$ cat src/rtl/fir_mac_serial.sv
// Coefficient-loadable FIR filter built around one time-multiplexed signed MAC.
// One sample is accepted per TAPS+2 cycles; each result is shifted, saturated and strobed out.
module fir_mac_serial #(
  parameter int DATA_W = 16,
  parameter int COEF_W = 16,
  parameter int TAPS   = 8,
  parameter int ACC_W  = 40,
  parameter int OUT_W  = 32,
  parameter int SHIFT  = 0
) (
  input  logic                     CLK,
  input  logic                     RST,
  input  logic                     ENABLE,
  input  logic                     in_valid,
  output logic                     in_ready,
  input  logic signed [DATA_W-1:0] input_data,
  input  logic                     coef_we,
  input  logic [$clog2(TAPS)-1:0]  coef_addr,
  input  logic signed [COEF_W-1:0] coef_data,
  output logic                     out_valid,
  output logic signed [OUT_W-1:0]  output_data,
  output logic signed [DATA_W-1:0] sampleT,
  output logic                     busy,
  output logic                     overflow
);

  localparam int IDX_W  = $clog2(TAPS);
  localparam int PROD_W = DATA_W + COEF_W;

  typedef enum logic [1:0] {
    S_IDLE,
    S_MAC,
    S_DONE
  } state_t;

  state_t                   r_state;
  logic [IDX_W-1:0]         r_tap;
  logic signed [ACC_W-1:0]  r_acc;
  logic signed [DATA_W-1:0] r_x [TAPS];
  logic signed [COEF_W-1:0] r_h [TAPS];
  logic                     r_out_valid;
  logic signed [OUT_W-1:0]  r_out;
  logic signed [DATA_W-1:0] r_sample;
  logic                     r_overflow;

  logic                     w_accept;
  logic                     w_addr_ok;
  logic                     w_coef_wr;
  logic                     w_last_tap;
  logic signed [DATA_W-1:0] w_x_sel;
  logic signed [COEF_W-1:0] w_h_sel;
  logic signed [PROD_W-1:0] w_prod;
  logic signed [ACC_W-1:0]  w_prod_ext;
  logic signed [ACC_W-1:0]  w_shifted;
  logic                     w_pos_clip;
  logic                     w_neg_clip;
  logic signed [OUT_W-1:0]  w_sat;

  assign in_ready   = !RST && (r_state == S_IDLE) && ENABLE;
  assign w_accept   = in_ready && in_valid;
  assign w_addr_ok  = ({1'b0, coef_addr} < (IDX_W + 1)'(TAPS));
  // Coefficients are frozen while a sample is in flight, whatever ENABLE does.
  assign w_coef_wr  = coef_we && (r_state == S_IDLE) && w_addr_ok;
  assign w_last_tap = (r_tap == IDX_W'(TAPS - 1));

  assign w_x_sel    = r_x[r_tap];
  assign w_h_sel    = r_h[r_tap];
  assign w_prod     = $signed({{COEF_W{w_x_sel[DATA_W-1]}}, w_x_sel})
                    * $signed({{DATA_W{w_h_sel[COEF_W-1]}}, w_h_sel});
  assign w_prod_ext = {{(ACC_W - PROD_W){w_prod[PROD_W-1]}}, w_prod};

  assign w_shifted  = r_acc >>> SHIFT;
  assign w_pos_clip = !w_shifted[ACC_W-1] && (|w_shifted[ACC_W-1:OUT_W-1]);
  assign w_neg_clip = w_shifted[ACC_W-1] && !(&w_shifted[ACC_W-1:OUT_W-1]);

  // NOTE: w_sat gets its default before any branch so no path leaves it unassigned (no latch).
  always_comb begin
    w_sat = w_shifted[OUT_W-1:0];
    if (w_pos_clip) begin
      w_sat = {1'b0, {(OUT_W - 1){1'b1}}};
    end else if (w_neg_clip) begin
      w_sat = {1'b1, {(OUT_W - 1){1'b0}}};
    end
  end

  // NOTE: the delay line and coefficient bank must read as zero after reset, so they are
  // reset flops rather than a RAM macro.
  always_ff @(posedge CLK or posedge RST) begin
    if (RST) begin
      for (int k = 0; k < TAPS; k++) begin
        r_x[k] <= '0;
        r_h[k] <= '0;
      end
    end else begin
      if (w_coef_wr) begin
        r_h[coef_addr] <= coef_data;
      end
      if (w_accept) begin
        r_x[0] <= input_data;
        for (int k = 1; k < TAPS; k++) begin
          r_x[k] <= r_x[k-1];
        end
      end
    end
  end

  // NOTE: every register here uses <=, so all branches see pre-edge values of r_acc and r_tap.
  always_ff @(posedge CLK or posedge RST) begin
    if (RST) begin
      r_state     <= S_IDLE;
      r_tap       <= '0;
      r_acc       <= '0;
      r_out       <= '0;
      r_sample    <= '0;
      r_out_valid <= 1'b0;
      r_overflow  <= 1'b0;
    end else begin
      r_out_valid <= 1'b0;
      if (ENABLE) begin
        unique case (r_state)
          S_IDLE: begin
            if (w_accept) begin
              r_sample <= input_data;
              r_acc    <= '0;
              r_tap    <= '0;
              r_state  <= S_MAC;
            end
          end
          S_MAC: begin
            r_acc <= r_acc + w_prod_ext;
            if (w_last_tap) begin
              r_tap   <= '0;
              r_state <= S_DONE;
            end else begin
              r_tap <= r_tap + IDX_W'(1);
            end
          end
          S_DONE: begin
            r_out       <= w_sat;
            r_out_valid <= 1'b1;
            if (w_pos_clip || w_neg_clip) begin
              r_overflow <= 1'b1;
            end
            r_state <= S_IDLE;
          end
          default: r_state <= S_IDLE;
        endcase
      end
    end
  end

  assign out_valid   = r_out_valid;
  assign output_data = r_out;
  assign sampleT     = r_sample;
  assign busy        = (r_state != S_IDLE);
  assign overflow    = r_overflow;

endmodule

$ cat config.mk
export PLATFORM = sky130hd
export DESIGN_NAME = fir_mac_serial
export DESIGN_NICKNAME = d
export VERILOG_FILES = /design/src/rtl/fir_mac_serial.sv
export SDC_FILE = /design/constraint.sdc
export NUM_CORES = 2
export LEC_CHECK = 0
export BUFFER_PORTS_ARGS = -buffer_cell sky130_fd_sc_hd__buf_4
export CORE_MARGIN = 1
export CORE_UTILIZATION = 35
export DETAILED_ROUTE_END_ITERATION = 7
export PLACE_DENSITY = 0.59
export REMOVE_ABC_BUFFERS = 1
export SLEW_MARGIN = 30
export SYNTH_ARGS = -nofsm -noshare
export SYNTH_HDL_FRONTEND = slang
export SYNTH_SLANG_ARGS = --single-unit
$ cat constraint.sdc
create_clock -name CLK -period 18.5 [get_ports CLK]
set_clock_uncertainty 0.05 [all_clocks]
set_input_delay 2.775 -clock CLK [delete_from_list [all_inputs] [get_ports CLK]]
set_output_delay 2.775 -clock CLK [all_outputs]
set_load 0.02 [all_outputs]
==> reports/qor.txt <==
Fillers: 7686
clock buffers created by TritonCTS: 45
final hold vios: 0
via count: 18700
worst path cell trace: buf_4 -> mux4_2 -> mux2_2 -> nand2_1 -> fa_1 -> inv_1 -> fa_1 -> inv_1 -> fa_1 -> fa_1 -> inv_1 -> fa_1 -> inv_1 -> fa_1 -> inv_1 -> ha_1 -> a21oi_1 -> nand2b_1 -> or3_1 -> a211o_1 -> a31oi_1 -> o31a_1 -> xnor2_1 -> o21ai_1
hold endpoint: sampleT[4]$_DFFE_PP0P_
FF-to-FF Start: r_tap[0]$_DFFE_PP0P_
worst r2r path cells: 24
largest net degree at the start of global routing: 101
WS Path Type: flop to flop
Arr. time, crit path: 9470 ps
Root Buffer: clkbuf_16
cts hold-fix bufs: 0
Ant. Diodes: 0
crit-path max cell delay: 800 ps
GR Overflow Total: 0
DR WL/cell: 17.7 microns
CP dominant cell by count: fa_1
die area: 0.0797 sq mm
slack of the critical path: 9420 ps
Post-Synthesis Cells: 2711
relative slew slack: 0.288
Final nets: 3251
CTS resizes: 0
Synth Area per Inst: 10.1 sq um
fin. max-slew vios: 0
Post-synth top flop: dfrtp_1
leading cell type in the layout, fill and taps excluded: nand2_1
warnings from Yosys: 0
Critical Path Source: r_tap[0]$_DFFE_PP0P_
post-synth top area share: 0.319
DRT Pass-1 Iters: 5
RR Endpoint: r_acc[39]$_DFFE_PP0P_
io pins: 92
Crit-path slowest cell: dfrtp_4
All-Layer GR Usage: 0.180
Reg clk slew, reported paths: 60 ps
RSZ-0062 raised after global routing: no
number of synthesized flops with an enable pin: 0
pre-CTS setup slack: 9360 ps
Crit Path Max Fanout: 42
Total Routed Length: 67700 microns
Detailed Place HPWL: 50300 microns
highest-count cells in the layout ignoring fill and taps: nand2_1, inv_1, dfrtp_1, fa_1, mux2_2
Worst Hold Class: flop to flop
worst-case clock buffer depth: 3
worst-skew pair later-pin latency: 590 ps
layout cells sized above 1: 0.155
MaxCap Viol Count: 0
Synth area leaders: dfrtp_1, fa_1, nand2_1, mux2_2, inv_1
outcome: finished clean
#FFs+latches synth: 351
first-pass GRT wire length: 111000 microns
fin crit share: 0.491
CTS Sinks: 351
Fin Setup TNS: 0 ps
CP Launch Type: flop
setup bufs post-CTS: 0
initial antenna violation count: 3
DR vias/cell: 4.89
final worst path period need: 9080 ps
Chip Height: 282 microns
Starting Density: 0.354
f_max: 0.110 GHz
crit end category: flop
R2R setup slack: 9420 ps
post-synthesis async set-or-reset flop share: 1.00
sequential share of the synthesized area: 0.319
DRT antenna net count: 0
RePlAce Congestion: 0.951
Post-route DRC: 0
Worst Min Path Start: sampleT[4]$_DFFE_PP0P_
Worst Path Required: 18890 ps
footprint of the multi-input gates: 0.0167 sq mm
synthesis-to-finish area growth: 12.2%
Setup Viol. Count Final: 0
CTS tree: done
Core Region: 0.0776 sq mm
Worst-Margin Slew: 1040 ps
Post-Syn Area: 0.0275 sq mm
vias in the first global route: 19700
initial DRC count: 1138
PortBufs: 91
cell taking the most area after synthesis: dfrtp_1
Hold Path Cell Cnt: 2
die width: 282 microns
H-tree Lvls: 2
row count: 102
register area: 0.00879 sq mm
Unique masters post-synth: 61
## critical path: cells and delay by family, from the launching register on
family                   cells  cell delay [ps]
adder cells (fa/ha/maj)      7             3580
buffers and inverters        6             1590
AO/OA/AOI/OAI                5             1060
multiplexers                 2             1000
flip-flops                   1              800
AND/OR/NAND/NOR              3              680
XOR/XNOR                     1              120
## cell type report
type                            instances  area share
Tap cell                             1040      0.0422
Clock inverter                         22      0.0100
Sequential cell                       351       0.285
Multi-Input combinational cell       1824       0.542
Timing Repair Buffer                  120      0.0298
Clock buffer                           54      0.0393
Inverter                              422      0.0516
## synth_stat cells (all sizes together) (26+ instances only)
master,number
inv,422
nand2,627
mux4,64
mux2i,26
clkbuf,101
a21oi,37
mux2,152
o21ai,124
dfrtp,351
xnor2,28
nand3,34
a21o,26
ha,117
nor2,147
fa,330
## sequential cells by signal, summed over array words and instances, names as in the netlist
name / cells
out_valid: 1
output_data: 32
overflow: 1
r_acc: 40
r_h: 128
r_state: 2
r_tap: 3
r_x: 128
sampleT: 16
## kinds of logic after synthesis
| group | count (synthesis) | share of synthesized area |
|---|---|---|
| mux | 242 | 0.124 |
| xor+xnor | 39 | 0.0124 |
| compound gates | 233 | 0.0512 |
| simple gates | 863 | 0.125 |
| buf+inv | 536 | 0.0745 |
| flops | 351 | 0.319 |
| fa+ha+maj | 447 | 0.294 |
## metal layers
metal / track usage / up-vias / routed length, microns
met2: 0.290 / 381 / 32000
li1: - / 8663 / -
met1: 0.247 / 9601 / 30500
met3: 0.0330 / 96 / 3520
met5: 0 / - / 34
met4: 0.0510 / 4 / 1620
## per-stage QoR
step / std cells / area [sq um] / hold slack (ps) / util
3_5_place_dp: 3757 / 29300 / 407 / 0.378
3_3_place_gp: 3756 / 29300 / 402 / 0.377
2_1_floorplan: 2597 / 27000 / 391 / -
6_report: 3833 / 30800 / 423 / 0.397
4_1_cts: 3833 / 30800 / 426 / 0.397
5_1_grt: 3833 / 30800 / 442 / 0.397
## how the worst max path moves through the flow
stage	endpoint	slack, ps	cells past startpoint
finish	r_acc[39]$_DFFE_PP0P_	9420	24
global route	r_acc[39]$_DFFE_PP0P_	8770	24
CTS	r_acc[39]$_DFFE_PP0P_	9330	24
detailed placement	r_acc[39]$_DFFE_PP0P_	9360	24
global placement	r_acc[39]$_DFFE_PP0P_	9500	24
floorplan	r_acc[37]$_DFFE_PP0P_	3690	6
Power is left out: the tool's default activity adds up to more than one toggle a clock period on the data nets, which glitch-free logic cannot reach.
